$ cat config.mk
export PLATFORM = sky130hd
export DESIGN_NAME = grasspopper_decoder
export DESIGN_NICKNAME = d
export VERILOG_FILES = /design/src/rtl/gp_pkg.sv /design/src/rtl/gp_r_inv.sv /design/src/rtl/grasspopper_decoder.sv
export SDC_FILE = /design/constraint.sdc
export NUM_CORES = 2
export LEC_CHECK = 0
export ABC_AREA = 0
export CELL_PAD_IN_SITES_DETAIL_PLACEMENT = 0
export CELL_PAD_IN_SITES_GLOBAL_PLACEMENT = 1
export CORE_AREA = 2 2 479 362
export CTS_BUF_LIST = sky130_fd_sc_hd__clkbuf_2
export CTS_CLUSTER_SIZE = 30
export DETAILED_ROUTE_END_ITERATION = 8
export DIE_AREA = 0 0 481 364
export DONT_BUFFER_PORTS = 1
export PLACE_DENSITY_LB_ADDON = 0.1
export REMOVE_ABC_BUFFERS = 1
export SLEW_MARGIN = 10
export SYNTH_ARGS = -nofsm -noshare
export SYNTH_HDL_FRONTEND = slang
export SYNTH_SLANG_ARGS = --single-unit
$ cat constraint.sdc
create_clock -name clk -period 4.73 [get_ports clk]
set_clock_uncertainty 0.15 [all_clocks]
set_input_delay 0.7095 -clock clk [delete_from_list [all_inputs] [get_ports clk]]
set_output_delay 0.7095 -clock clk [all_outputs]
set_load 0.02 [all_outputs]
$ cat src/rtl/gp_pkg.sv
// Shared constants and helpers for the Kuznyechik (GOST R 34.12-2015) encoder/decoder pair:
// S-box tables, linear-layer coefficients, GF(2^8) multiply, default key schedule and FSM states.
package gp_pkg;

    localparam logic [7:0] PI [256] = '{
        8'd252, 8'd238, 8'd221, 8'd17,  8'd207, 8'd110, 8'd49,  8'd22,  8'd251, 8'd196, 8'd250, 8'd218, 8'd35,  8'd197, 8'd4,   8'd77,
        8'd233, 8'd119, 8'd240, 8'd219, 8'd147, 8'd46,  8'd153, 8'd186, 8'd23,  8'd54,  8'd241, 8'd187, 8'd20,  8'd205, 8'd95,  8'd193,
        8'd249, 8'd24,  8'd101, 8'd90,  8'd226, 8'd92,  8'd239, 8'd33,  8'd129, 8'd28,  8'd60,  8'd66,  8'd139, 8'd1,   8'd142, 8'd79,
        8'd5,   8'd132, 8'd2,   8'd174, 8'd227, 8'd106, 8'd143, 8'd160, 8'd6,   8'd11,  8'd237, 8'd152, 8'd127, 8'd212, 8'd211, 8'd31,
        8'd235, 8'd52,  8'd44,  8'd81,  8'd234, 8'd200, 8'd72,  8'd171, 8'd242, 8'd42,  8'd104, 8'd162, 8'd253, 8'd58,  8'd206, 8'd204,
        8'd181, 8'd112, 8'd14,  8'd86,  8'd8,   8'd12,  8'd118, 8'd18,  8'd191, 8'd114, 8'd19,  8'd71,  8'd156, 8'd183, 8'd93,  8'd135,
        8'd21,  8'd161, 8'd150, 8'd41,  8'd16,  8'd123, 8'd154, 8'd199, 8'd243, 8'd145, 8'd120, 8'd111, 8'd157, 8'd158, 8'd178, 8'd177,
        8'd50,  8'd117, 8'd25,  8'd61,  8'd255, 8'd53,  8'd138, 8'd126, 8'd109, 8'd84,  8'd198, 8'd128, 8'd195, 8'd189, 8'd13,  8'd87,
        8'd223, 8'd245, 8'd36,  8'd169, 8'd62,  8'd168, 8'd67,  8'd201, 8'd215, 8'd121, 8'd214, 8'd246, 8'd124, 8'd34,  8'd185, 8'd3,
        8'd224, 8'd15,  8'd236, 8'd222, 8'd122, 8'd148, 8'd176, 8'd188, 8'd220, 8'd232, 8'd40,  8'd80,  8'd78,  8'd51,  8'd10,  8'd74,
        8'd167, 8'd151, 8'd96,  8'd115, 8'd30,  8'd0,   8'd98,  8'd68,  8'd26,  8'd184, 8'd56,  8'd130, 8'd100, 8'd159, 8'd38,  8'd65,
        8'd173, 8'd69,  8'd70,  8'd146, 8'd39,  8'd94,  8'd85,  8'd47,  8'd140, 8'd163, 8'd165, 8'd125, 8'd105, 8'd213, 8'd149, 8'd59,
        8'd7,   8'd88,  8'd179, 8'd64,  8'd134, 8'd172, 8'd29,  8'd247, 8'd48,  8'd55,  8'd107, 8'd228, 8'd136, 8'd217, 8'd231, 8'd137,
        8'd225, 8'd27,  8'd131, 8'd73,  8'd76,  8'd63,  8'd248, 8'd254, 8'd141, 8'd83,  8'd170, 8'd144, 8'd202, 8'd216, 8'd133, 8'd97,
        8'd32,  8'd113, 8'd103, 8'd164, 8'd45,  8'd43,  8'd9,   8'd91,  8'd203, 8'd155, 8'd37,  8'd208, 8'd190, 8'd229, 8'd108, 8'd82,
        8'd89,  8'd166, 8'd116, 8'd210, 8'd230, 8'd244, 8'd180, 8'd192, 8'd209, 8'd102, 8'd175, 8'd194, 8'd57,  8'd75,  8'd99,  8'd182
    };

    typedef logic [255:0][7:0] sbox_t;

    // The inverse table is derived from the forward one so the two can never disagree.
    function automatic sbox_t invert_pi();
        sbox_t r;
        r = '0;
        for (int i = 0; i < 256; i++) r[PI[i]] = 8'(i);
        return r;
    endfunction

    localparam sbox_t PI_INV = invert_pi();

    localparam logic [7:0] L_COEF [16] = '{
        8'd148, 8'd32, 8'd133, 8'd16, 8'd194, 8'd192, 8'd1, 8'd251,
        8'd1, 8'd192, 8'd194, 8'd16, 8'd133, 8'd32, 8'd148, 8'd1
    };

    function automatic logic [7:0] gf_mul(input logic [7:0] a, input logic [7:0] b);
        logic [7:0] x;
        logic [7:0] p;
        x = a;
        p = '0;
        for (int i = 0; i < 8; i++) begin
            if (b[i]) p = p ^ x;
            x = {x[6:0], 1'b0} ^ (x[7] ? 8'hC3 : 8'h00);
        end
        return p;
    endfunction

    localparam logic [9:0][127:0] DEFAULT_RKEYS = {
        128'h72e9dd7416bcf45b755dbaa88e4a4043,
        128'hbb44e25378c73123a5f32f73cdb6e517,
        128'h5a7925017b9fdd3ed72a91a22286f984,
        128'h51e640757e8745de705727265a0098b1,
        128'hbd079435165c6432b532e82834da581b,
        128'h57646468c44a5e28d3e59246f429f1ac,
        128'h3d4553d8e9cfec6815ebadc40a9ffd04,
        128'hdb31485315694343228d6aef8cc78c44,
        128'hfedcba98765432100123456789abcdef,
        128'h8899aabbccddeeff0011223344556677
    };

    typedef enum logic [1:0] {IDLE, LINV, SXOR, DONE} state_t;

endpackage

$ cat src/rtl/gp_r_inv.sv
// One inverse R step of the Kuznyechik linear layer: shift the block up a byte and
// append the l-function of the rotated byte sequence.
module gp_r_inv
    import gp_pkg::*;
(
    input  logic [127:0] a,
    output logic [127:0] y
);

    logic [7:0] l;

    // l sees (a14 .. a0, a15): a15 moves to the end and takes the last coefficient.
    always_comb begin
        l = gf_mul(L_COEF[15], a[127:120]);
        for (int i = 0; i < 15; i++)
            l = l ^ gf_mul(L_COEF[i], a[8*(14-i) +: 8]);
    end

    assign y = {a[119:0], l};

endmodule

$ cat src/rtl/grasspopper_decoder.sv
// Iterative Kuznyechik block decryptor with request/busy/valid/ack handshake;
// LINV_UNROLL inverse-R steps are applied per clock.
module grasspopper_decoder
    import gp_pkg::*;
#(
    parameter logic [9:0][127:0] RKEYS       = DEFAULT_RKEYS,
    parameter int unsigned       LINV_UNROLL = 1
) (
    input  logic         clk,
    input  logic         resetn,
    input  logic [127:0] data_i,
    input  logic         request_i,
    input  logic         ack_i,
    output logic [127:0] data_o,
    output logic         valid_o,
    output logic         busy_o
);

    localparam logic [4:0] STEP_INC = 5'(LINV_UNROLL);

    state_t       state;
    logic [127:0] st;
    logic [3:0]   round;
    logic [4:0]   step;
    logic [4:0]   step_next;
    logic [127:0] sx;
    logic [127:0] chain [LINV_UNROLL+1];

    assign chain[0]  = st;
    assign step_next = step + STEP_INC;

    for (genvar g = 0; g < LINV_UNROLL; g++) begin : g_rinv
        gp_r_inv u_r_inv (
            .a (chain[g]),
            .y (chain[g+1])
        );
    end

    // NOTE: every combinational output gets a default first so no path can infer a latch.
    always_comb begin
        sx = '0;
        for (int b = 0; b < 16; b++)
            sx[8*b +: 8] = PI_INV[st[8*b +: 8]];
        sx = sx ^ RKEYS[round];
    end

    // NOTE: state is updated with non-blocking assignments so every register samples
    // the values from before the edge, independent of statement order.
    always_ff @(posedge clk or negedge resetn) begin
        if (!resetn) begin
            state   <= IDLE;
            st      <= '0;
            round   <= '0;
            step    <= '0;
            data_o  <= '0;
            valid_o <= 1'b0;
            busy_o  <= 1'b0;
        end else begin
            case (state)
                IDLE: begin
                    if (request_i) begin
                        st     <= data_i ^ RKEYS[9];
                        round  <= 4'd8;
                        step   <= '0;
                        busy_o <= 1'b1;
                        state  <= LINV;
                    end
                end
                LINV: begin
                    st   <= chain[LINV_UNROLL];
                    step <= step_next;
                    if (step_next == 5'd16) state <= SXOR;
                end
                SXOR: begin
                    st <= sx;
                    if (round == 4'd0) begin
                        data_o  <= sx;
                        valid_o <= 1'b1;
                        state   <= DONE;
                    end else begin
                        round <= round - 4'd1;
                        step  <= '0;
                        state <= LINV;
                    end
                end
                DONE: begin
                    // ack has priority; a request seen here is simply dropped
                    if (ack_i) begin
                        valid_o <= 1'b0;
                        busy_o  <= 1'b0;
                        state   <= IDLE;
                    end
                end
                default: state <= IDLE;
            endcase
        end
    end

endmodule

* Word level (Yosys, flattened, before mapping) *
Memories as Yosys holds them, arrays and structs flattened.
Index checks and enable logic that the tools add are counted.

word-level totals
  memory bits (writable) = 0
  output and inout bits = 130
  memories kept = 17
  latch bits = 0
  bits in read-only memories = 34,816
  register bits after elaboration = 269

memory list
  memory            depth  bits a word  rd ports  clocked after Yosys merged registers in  wr ports  line                       source
  (no name shown)   16     128          1         0                                        0         grasspopper_decoder.sv:44  sx = sx ^ RKEYS[round];
  (no name shown)   256    8            1         0                                        0         grasspopper_decoder.sv:43  sx[8*b +: 8] = PI_INV[st[8*b +: 8]];
  (no name shown)   256    8            1         0                                        0         grasspopper_decoder.sv:43
  (no name shown)   256    8            1         0                                        0         grasspopper_decoder.sv:43
  (no name shown)   256    8            1         0                                        0         grasspopper_decoder.sv:43
  (no name shown)   256    8            1         0                                        0         grasspopper_decoder.sv:43
  11 more memories  --     --           --        --                                       --        --

cells by class
  shifts and indexed selects = 0
  $lt $le $gt $ge = 17
  add/subtract/negate cells = 2
  multiplexer cells = 163
  equal/unequal tests = 9
  div/mod/pow operators = 0
  reduce and logical (&&, ||, !) cells = 13
  multiply operators = 0
  bitwise logic cells = 129

operators with widths
  operator            count
  $mux 8              81
  $pmux 128 s3        1
  $mux 128            2
  $mux 7              32
  $lt 8x9->1 const B  16
  $xor 128x128->128   1
  $xor 8x8->8         15
  $not 6->6           16
  $not 5->5           18
  $not 4->4           21
  $mux 6              12
  $not 3->3           24
  $not 66->66         1
  $mux 5              9
  $not 1->1 const A   31
  $mux 4              5
  $pmux 5 s3          1
  $reduce_and 3->1    5
  $mux 2              7
  $not 7->7           2
  $ne 2x2->1 const B  5
  $mux 3              3
  $pmux 2 s4          1
  $pmux 4 s2          1
  13 further kinds    23

* Logic depth before layout (Yosys ltp) *
  depth after elaboration = 31
  mapped depth = 15
  depth with buffers taken out = 12

* By module *
A second synthesis with hierarchy kept.

unflattened totals
  cell total of the unflattened synthesis = 10,256
  area total of the unflattened synthesis = 69,979.6 um2

modules (own cells, without submodules)
  module               area an instance (um2)  cells each  times used
  grasspopper_decoder  67,179.4                9,972       1
  gp_r_inv             2,800.2                 284         1

* Worst setup path after synthesis *
No wires, ideal clock.

  path type = flip-flop to flip-flop
  start = register st[121]
  end = register st[125]
  data arrival time = 3.680 ns
  cell stages (with the launch flop) = 13
  slack = 0.801 ns
  library setup time = 0.099 ns
  cell sequence = dfrtp_1 > clkbuf_1 > clkbuf_1 > inv_1 > ha_1 > or2_2 > clkbuf_1 > a31o_2 > mux4_2 > mux4_2 > xnor2_1 > o221a_2 > a311oi_1

on the way
  longest elaborated chain between the ends = 4

RTL lines
  what                          line                       source
  start, declared               grasspopper_decoder.sv:22  logic [127:0] st;
  start signal, assigned        grasspopper_decoder.sv:62  st <= data_i ^ RKEYS[9];
  start signal, assigned        grasspopper_decoder.sv:70  st <= chain[LINV_UNROLL];
  $mem_v2 256x8                 --
  $mux 8 (implied by the code)  grasspopper_decoder.sv:43
  $xor 128x128->128             grasspopper_decoder.sv:44
  $pmux 128 s3                  grasspopper_decoder.sv:59  case (state)

Every way passes these cells. The select of a mux whose other input is x is not followed.
A chain may end at the register's enable or synchronous reset.

* Worst setup path in the final report *
  start = register st[0]
  end = register st[6]

Same word-level chain as after synthesis.

==> results.toml <==
[setup_path]
crit_type = "register to register"
crit_path_end_kind = "register"
cp_data_arrival_time_ns = 5.91
path_max_fanout = 22
crit_required_ns = 5.97
cp-start-kind = "register"

[yosys]
synth_cell_types = 99
ys_seq_elements = 269
syn_inst = 9513
synth_flop_cell = "dfrtp_1"
synth_seq_area_share = 0.09688
synthesis.area_um2 = 69480
synth_edf_count = 0
async_flop_share = 1.000
yosysWarnings = 0
syn_avg_cell_area_um2 = 7.304

[floorplanning]
core_um2 = 171100
io_pins = 262
start_util = 0.4061
die_area_um2 = 175100
die_h_um = 364
chipWidth_um = 481
row_count = 132

[global_route]
grt_pass1_vias = 79210
grt_max_degree = 270
grt_pass1_wl_mm = 604.2
antenna_found_initial = 34
grt_overflow = 0
grt_usage = 0.4660

[detailed_routing]
wl_per_cell_um = 36.62
drcViolationCount = 1
dr_total_vias = 87090
wl_met3_mm = 68.86
dr.pass1.iters = 9
drt-total-wl_mm = 428.6
initialDrtViolationCount = 18360
met2_length_mm = 165.1
viasPerCell = 7.441
highest-signal-layer = "met5"
antenna_left = 0
met1_length_mm = 166.7

[clocking]
cts_buffers = 88
htree_levels = 3
root_buffer = "clkbuf_2"
clock_latency_ns = 1.63
post_cts_buffers = 0
cts_tree = "yes"
cts.path.max_buffers = 3
hold_buffers = 286
path_clk_slew_ns = 0.14
clock-sinks = 269

[cells_and_area]
final_cell_mix = "o21ai_0 (789), nand2_1 (745), a21oi_1 (729)"
fillCellCount = 17720
syn2layout_area_growth_pct = 9.897
layout-drive-gt1-share = 0.1483
layout_commonest_cell = "o21ai_0"
layout.nets = 9938

[sta]
finalSetupViolCount = 0
tightest_slew_ns = 1.375
whs_ns = -1.372
finalSetupTns_ns = 0
fmax_ghz = 0.2141
relSlewSlack = 0.08006
period_needed_ns = 4.670
period_share = 0.9873
hold_viol = 269
slew_viol_final = 0
rsz0062_at_grt = "false"

[min_path]
worst_hold_path_type = "input pin to async pin"

[place]
gp_congestion = 1.113
dp_hpwl_mm = 312.4
numPortBuffers = 0

[run]
maxCapViolCount = 0

[outcome]
violations = "DRC, hold timing"
status = "complete, but fails checks"
[cells in the mapped netlist, drive strengths merged, types with 54 or more instances]
library cell,n,area (um2)
nand2,748,2810
nor3b,54,405.4
clkbuf,699,2625
o22ai,81,506.7
and2,98,613.1
nor3,342,1717
buf,405,1902
a21o,57,427.9
nor2,695,2616
mux2i,151,1511
ha,472,5906
mux4,314,7072
dfrtp,269,6731
nand2b,323,2021
o31ai,130,975.9
nand3,207,1036
o211ai,154,1156
nor2b,281,1768
a31oi,189,1182
xor2,81,709.4
o311ai,151,1323
a21oi,729,3649
or2,94,588.1
mux2,124,1396
a221oi,134,1186
o21ai,795,3979
o221ai,54,473.0
inv,223,837.1
a211oi,216,1622
a311oi,169,1480
xnor2,242,2120
or3,70,437.9
[through the flow]
step	setup slack, ns	cell area (um2)	std cells	util
after floorplan	-3.761	64960	8409	-
after global placement	0.6067	72530	11220	0.4239
after detailed placement	0.6065	72530	11220	0.4239
after CTS	0.07135	76210	11670	0.4454
after global routing	0.02751	76300	11680	0.4459
final	0.06011	76360	11700	0.4463
[cell type report]
cell class,instances,area [um2],area share
Clock inverter,33,176.4,0.002310
Timing Repair Buffer,818,7357,0.09635
Multi-Input combinational cell,7894,57460,0.7524
Clock buffer,128,640.6,0.008389
Antenna cell,38,95.09,0.001245
Tap cell,2278,2850,0.03733
Inverter,246,928.4,0.01216
Sequential cell,269,6858,0.08981
[flip-flops by register name (all words and copies together), names as in the netlist]
name,count
busy_o,1
data_o,128
round,4
st,128
state,2
step,5
valid_o,1
[worst max-delay path, stage by stage (launching register included)]
cell,delay (ns)
dfrtp_1,0.38
buf_4,0.39
ha_2,0.44
ha_1,0.46
nor2_1,0.16
mux4_2,0.53
o32ai_1,0.44
o32ai_1,0.27
xor2_1,0.21
a221oi_1,0.33
a311oi_1,0.08
dlygate4sd3_1,0.57
[layer usage]
metal	GRT usage	vias to the layer above
met4	0.2383	30
met3	0.1947	1540
met2	0.6260	7999
li1	-	35500
met5	0	-
met1	0.6278	42020
[worst paths after layout]
path,slack [ns],cells after the start,start,endpoint
min,-1.37,0,resetn,st[81]$_DFFE_PN0P_
max in group asynchronous,4.96,0,resetn,st[11]$_DFFE_PN0P_
max,0.06,11,st[0]$_DFFE_PN0P_,st[6]$_DFFE_PN0P_
min reg2reg,0.41,2,step[1]$_DFFE_PN0P_,step[1]$_DFFE_PN0P_
max reg2reg,0.06,11,st[0]$_DFFE_PN0P_,st[6]$_DFFE_PN0P_
min in group clk,0.09,3,data_i[116],st[116]$_DFFE_PN0P_
[logic make-up after synthesis]
logic type	synth area share
buf+inv	0.07844
mux	0.1436
flops	0.09688
compound gates	0.3325
fa+ha+maj	0.08989
xor+xnor	0.04300
simple gates	0.2157
[what timing repair did]
action	4_1_cts	5_1_grt
gates resized for setup	0	19
setup endpoints to repair	0	11
hold endpoints to repair	406	269
Power is not shown: default switching activity piles up to over one toggle a cycle in this logic, so the estimate is an artifact.
